## config.mk

```make
export PLATFORM = sky130hd
export DESIGN_NAME = parking_lot_multigate
export DESIGN_NICKNAME = d
export VERILOG_FILES = /design/src/rtl/parking_pkg.sv /design/src/rtl/parking_gate_fsm.sv /design/src/rtl/parking_lot_multigate.sv
export SDC_FILE = /design/constraint.sdc
export NUM_CORES = 1
export LEC_CHECK = 0
export CAP_MARGIN = 20
export CORE_MARGIN = 1.5
export CORE_UTILIZATION = 59
export CTS_CLUSTER_DIAMETER = 30
export CTS_CLUSTER_SIZE = 20
export DETAILED_ROUTE_END_ITERATION = 6
export PLACE_DENSITY_LB_ADDON = 0.3
export SLEW_MARGIN = 10
export SYNTH_ARGS = -nofsm -noshare
export SYNTH_HDL_FRONTEND = slang
export SYNTH_SLANG_ARGS = --single-unit
```

## constraint.sdc

```tcl
create_clock -name clk -period 9.4 [get_ports clk]
set_input_delay 1.88 -clock clk [delete_from_list [all_inputs] [get_ports clk]]
set_output_delay 1.88 -clock clk [all_outputs]
set_load 0.01 [all_outputs]
```

## src/rtl/parking_pkg.sv

```systemverilog
// Shared gate-state and sensor-code definitions for the multi-gate parking lot.
package parking_pkg;

  typedef enum logic [2:0] {
    IDLE,
    IN_A,
    IN_AB,
    IN_B,
    OUT_B,
    OUT_BA,
    OUT_A
  } gate_state_t;

  // Sensor codes written as {a,b}
  localparam logic [1:0] S_NONE = 2'b00;
  localparam logic [1:0] S_A    = 2'b10;
  localparam logic [1:0] S_AB   = 2'b11;
  localparam logic [1:0] S_B    = 2'b01;

endpackage

```

## src/rtl/parking_gate_fsm.sv

```systemverilog
// Per-gate direction decoder; optional 2-flop sensor synchroniser under
// PARKING_SENSOR_SYNC_EN.
module parking_gate_fsm
  import parking_pkg::*;
(
  input  logic clk,
  input  logic reset,
  input  logic a,
  input  logic b,
  output logic done_in,
  output logic done_out
);

  logic [1:0]  s;
  gate_state_t state;

`ifdef PARKING_SENSOR_SYNC_EN
  logic [1:0] sync_q1;
  logic [1:0] sync_q2;

  always_ff @(posedge clk or negedge reset) begin
    if (!reset) begin
      sync_q1 <= '0;
      sync_q2 <= '0;
    end else begin
      sync_q1 <= {a, b};
      sync_q2 <= sync_q1;
    end
  end

  assign s = sync_q2;
`else
  assign s = {a, b};
`endif

  // Completion is flagged in the same cycle the final 00 is sampled
  assign done_in  = (state == IN_B)  && (s == S_NONE);
  assign done_out = (state == OUT_A) && (s == S_NONE);

  always_ff @(posedge clk or negedge reset) begin
    if (!reset) begin
      state <= IDLE;
    end else begin
      case (state)
        IDLE: begin
          if (s == S_A)      state <= IN_A;
          else if (s == S_B) state <= OUT_B;
          else               state <= IDLE;
        end
        IN_A: begin
          case (s)
            S_AB:    state <= IN_AB;
            S_A:     state <= IN_A;
            default: state <= IDLE;
          endcase
        end
        IN_AB: begin
          case (s)
            S_B:     state <= IN_B;
            S_A:     state <= IN_A;
            S_AB:    state <= IN_AB;
            default: state <= IDLE;
          endcase
        end
        IN_B: begin
          case (s)
            S_AB:    state <= IN_AB;
            S_B:     state <= IN_B;
            default: state <= IDLE;
          endcase
        end
        OUT_B: begin
          case (s)
            S_AB:    state <= OUT_BA;
            S_B:     state <= OUT_B;
            default: state <= IDLE;
          endcase
        end
        OUT_BA: begin
          case (s)
            S_A:     state <= OUT_A;
            S_B:     state <= OUT_B;
            S_AB:    state <= OUT_BA;
            default: state <= IDLE;
          endcase
        end
        OUT_A: begin
          case (s)
            S_AB:    state <= OUT_BA;
            S_A:     state <= OUT_A;
            default: state <= IDLE;
          endcase
        end
        default: state <= IDLE;
      endcase
    end
  end

endmodule

```

## src/rtl/parking_lot_multigate.sv

```systemverilog
// Multi-gate parking-lot occupancy counter with shared arbiter.
// Optional sensor synchronisers enabled by PARKING_SENSOR_SYNC_EN.
module parking_lot_multigate
  import parking_pkg::*;
#(
  parameter int unsigned NUM_GATES = 2,
  parameter int unsigned CAPACITY  = 7,
  localparam int unsigned CW       = $clog2(CAPACITY + 1)
) (
  input  logic                 clk,
  input  logic                 reset,
  input  logic [NUM_GATES-1:0] sensor_a,
  input  logic [NUM_GATES-1:0] sensor_b,
  output logic [CW-1:0]        count,
  output logic                 full,
  output logic                 empty,
  output logic [NUM_GATES-1:0] entry_pulse,
  output logic [NUM_GATES-1:0] exit_pulse,
  output logic [NUM_GATES-1:0] reject_pulse,
  output logic [NUM_GATES-1:0] phantom_pulse
);

  localparam logic [CW-1:0] CAP_V = CW'(CAPACITY);

  logic [NUM_GATES-1:0] done_in;
  logic [NUM_GATES-1:0] done_out;
  logic [NUM_GATES-1:0] entry_acc;
  logic [NUM_GATES-1:0] exit_acc;
  logic [NUM_GATES-1:0] reject_flag;
  logic [NUM_GATES-1:0] phantom_flag;
  logic [CW-1:0]        occ;

  for (genvar g = 0; g < NUM_GATES; g++) begin : gen_gate
    parking_gate_fsm u_gate (
      .clk      (clk),
      .reset    (reset),
      .a        (sensor_a[g]),
      .b        (sensor_b[g]),
      .done_in  (done_in[g]),
      .done_out (done_out[g])
    );
  end

  // Exits are applied before entries so a full lot can swap cars in one cycle
  always_comb begin
    occ          = count;
    entry_acc    = '0;
    exit_acc     = '0;
    reject_flag  = '0;
    phantom_flag = '0;
    for (int unsigned g = 0; g < NUM_GATES; g++) begin
      if (done_out[g]) begin
        if (occ != '0) begin
          occ         = occ - 1'b1;
          exit_acc[g] = 1'b1;
        end else begin
          phantom_flag[g] = 1'b1;
        end
      end
    end
    for (int unsigned g = 0; g < NUM_GATES; g++) begin
      if (done_in[g]) begin
        if (occ < CAP_V) begin
          occ          = occ + 1'b1;
          entry_acc[g] = 1'b1;
        end else begin
          reject_flag[g] = 1'b1;
        end
      end
    end
  end

  always_ff @(posedge clk or negedge reset) begin
    if (!reset) begin
      count         <= '0;
      entry_pulse   <= '0;
      exit_pulse    <= '0;
      reject_pulse  <= '0;
      phantom_pulse <= '0;
    end else begin
      count         <= occ;
      entry_pulse   <= entry_acc;
      exit_pulse    <= exit_acc;
      reject_pulse  <= reject_flag;
      phantom_pulse <= phantom_flag;
    end
  end

  assign full  = (count == CAP_V);
  assign empty = (count == '0);

endmodule

```

==> metrics <==
top-level I/O count 19; clk root buf clkbuf_4; worst reg2reg path depth 18; Ys Warns 0; Max Clk Rate 177.5 MHz; Slew headroom 48.71%; vias in the first global route 1211; Netlist cell types 46; critical path type input pin to register; Port Buffers 18; pre-CTS WS 3.456 ns; top cells by count, synth ha_1 (22), dfrtp_1 (17), inv_1 (14); crit path cell chain clkdlybuf4s50_1 > inv_1 > ha_1 > nand4b_4 > or4_4 > nand2_1 > inv_1 > ha_1 > nor2_1 > a21oi_1 > or3_1 > and2_1 > ha_1 > nand2_1 > nand3_1 > ha_1 > and2_1 > and3_1 > a21oi_1; Post-synth EDFFs 0; pwr/cell area 200.0 nW/um2; fill count 199; peak supply drop 0.1245 mV; Internal 188.4 uW; CTS tree yes; Placed Cells incl. Taps 196; H-tree depth 1; outcome finished, final reports clean; Yosys reg bits 17; Synth Flop Type dfrtp_1; flip-flop and latch area 425.4 um2; worst-margin pin slew 0.7669 ns; residual DRC count 0; global-route wire length before repair 5154 um; Net Count, Synth 184; final hold vios 0; Layout Cells excl Fill 200; count leader, synth ha_1; RR Startpoint count[0]; post-CTS resize count 0; Die Ht 52.58 um; clock power share 11.8%; most frequent CP cell ha_1; initial antenna violation count 0; fraction of layout cells with a size suffix above 1 6.395%; drt via density 5.940; Pins Over Slew Limit 0; RR Endpoint count[2]; initial core utilization 63.72%; RSZ-0062 raised after global routing false; CP startpoint sensor_a[0]; CP endpoint count[2]; Reg power frac 38.4%; Worst setup EP type register; Post-CTS Setup Bufs 0; Post-Syn Instances 156; placer congestion estimate 0.8708; global route overflow 0; multi-input logic area 930.9 um2; Slowest-stage cell, CP clkdlybuf4s50_1; setup ws final 3.765 ns; NumNets Final 201; via count 1188; R2R Setup Slk 5.49 ns; drt first pass iters 4; DP Area 1632 um2; WP depth 19; clk_skew 0.0009289 ns; max incr delay on CP 0.49 ns; type of origin of the critical path input pin; max_cap viols 0; Net Sw Frac 43.18%; Hold Buf Count CTS 0; Setup TNS 0 ns; Final period util 59.94%; share of the synthesized area in the top cell type 29.34%; Routed WL per cell 14.61 um; Skew-Pair Late Insertion Delay 0.29 ns; Synth area leader dfrtp_1; Rows 17; Post-Syn Area 1450 um2; antenna cells 0; Comb pwr share 49.8%; CP top delay family simple AND/OR/NAND/NOR gates; Max FO, Critical Path 6; Routed Antenna Nets 0; Final min period 5.635 ns; Pleak 0.0008044 uW; Max clock buf depth 2; CP bufs+invs 3; Tot GR Track Use 25.68%; net load switching power 143.2 uW; Req. time, crit path 9.62 ns; Final Setup Violations 0; final wirelength 2922 um; Area Overhead vs Synth 14.32%; Hold WC Path Type register to register; hpwl dp 2301 um; register area share after synthesis 29.34%; die area 2764 um2; Post-synth ARST share 100.0%; arrival time of the worst setup path 5.86 ns; Area contributors post-synth dfrtp_1 (29%), ha_1 (19%), inv_1 (3.6%); clock-pin slew on the worst setup and hold paths 0.09 ns; initial drt markers 25; Post-Layout Inst Area 1658 um2; core area 2276 um2; die width 52.58 um; syn avg cell area 9.296 um2; largest net degree at the start of global routing 18; Sink Count 17; CTS Buf Count 3
==> worst min-delay path by stage <==
stage               slack, ns                          end                        start  depth (start not counted)
finish                   0.70             phantom_pulse[0]                     count[2]                          2
global placement         0.66             phantom_pulse[0]                     count[2]                          2
global route             0.73             phantom_pulse[0]                     count[2]                          2
CTS                      0.69             phantom_pulse[0]                     count[2]                          2
floorplan                0.60  gen_gate[1].u_gate.state[2]  gen_gate[1].u_gate.state[1]                          2
detailed placement       0.67             phantom_pulse[0]                     count[2]                          2
==> power by group through the flow <==
stage               registers, uW  clock network, uW  logic [uW]
global route                  133               42.9         187
floorplan                     106                  0         141
CTS                           126               39.7         165
detailed placement            128                  0         165
global placement              126                  0         153
finish                        127               39.1         165
==> tightest hold or removal path, stage by stage (launching register included) <==
cell	delay, ns
dfrtp_1	0.41
nand2b_1	0.20
nor2_1	0.06
==> cells in the final DEF (no fill, tap or decap), types with 2 or more instances in the layout <==
cell type and count:
or3_1 5, nor3_1 6, o31ai_1 2, a211oi_1 3, ha_1 22, o2111ai_1 2, clkbuf_4 3, nand2b_1 2
and3_1 3, a21oi_1 7, nand2_1 7, dfrtp_1 17, inv_1 14, and2_1 6, and4b_1 2, o31a_1 2
o21ai_0 5, mux2i_1 3, nor2b_1 2, clkdlybuf4s50_1 18, a311oi_1 2, nor2_1 12, nand3_1 4
==> flip-flops by register name (all words and copies together) (netlist names) <==
name and count:
reject_pulse 2, exit_pulse 2, gen_gate.u_gate.state 6, phantom_pulse 2, entry_pulse 2, count 3
==> layer usage <==
metal / GRT usage, % / vias up / share of wire (%)
li1: - / 588 / -
met1: 31.19 / 558 / 43
met2: 44.17 / 38 / 51
met3: 2.857 / 4 / 3.8
met4: 13.68 / 0 / 2.4
met5: 0 / - / 0
==> kinds of logic after synthesis <==
group / Yosys count / share of synthesized area, %
DFF: 17 / 29.34
buffers and inverters: 22 / 6.470
adders and majority gates: 22 / 18.98
and+or+nand+nor: 54 / 21.40
xor gates and xnor gates: 3 / 2.761
AOI/OAI and AO/OA: 33 / 16.65
muxes: 5 / 4.400
==> per-stage QoR <==
| stage | power [uW] | utilization [%] | hold slack [ns] |
|---|---|---|---|
| 6_report | 331.5 | 72.84 | 0.6953 |
| 3_3_place_gp | 279.5 | 71.69 | 0.6552 |
| 5_1_grt | 362.4 | 72.84 | 0.7336 |
| 2_1_floorplan | 247.0 | - | 0.5965 |
| 4_1_cts | 331.3 | 72.84 | 0.6858 |
| 3_5_place_dp | 292.6 | 71.69 | 0.6699 |
==> final cells by class <==
type / instances / share of cell area (%)
clock buffer: 4 / 1.585
multi-input combinational: 117 / 56.15
timing repair buffer: 18 / 10.87
sequential: 17 / 25.66
tap: 28 / 2.113
inverter: 16 / 3.623
No activity file was read; power rests on OpenSTA's default activity.
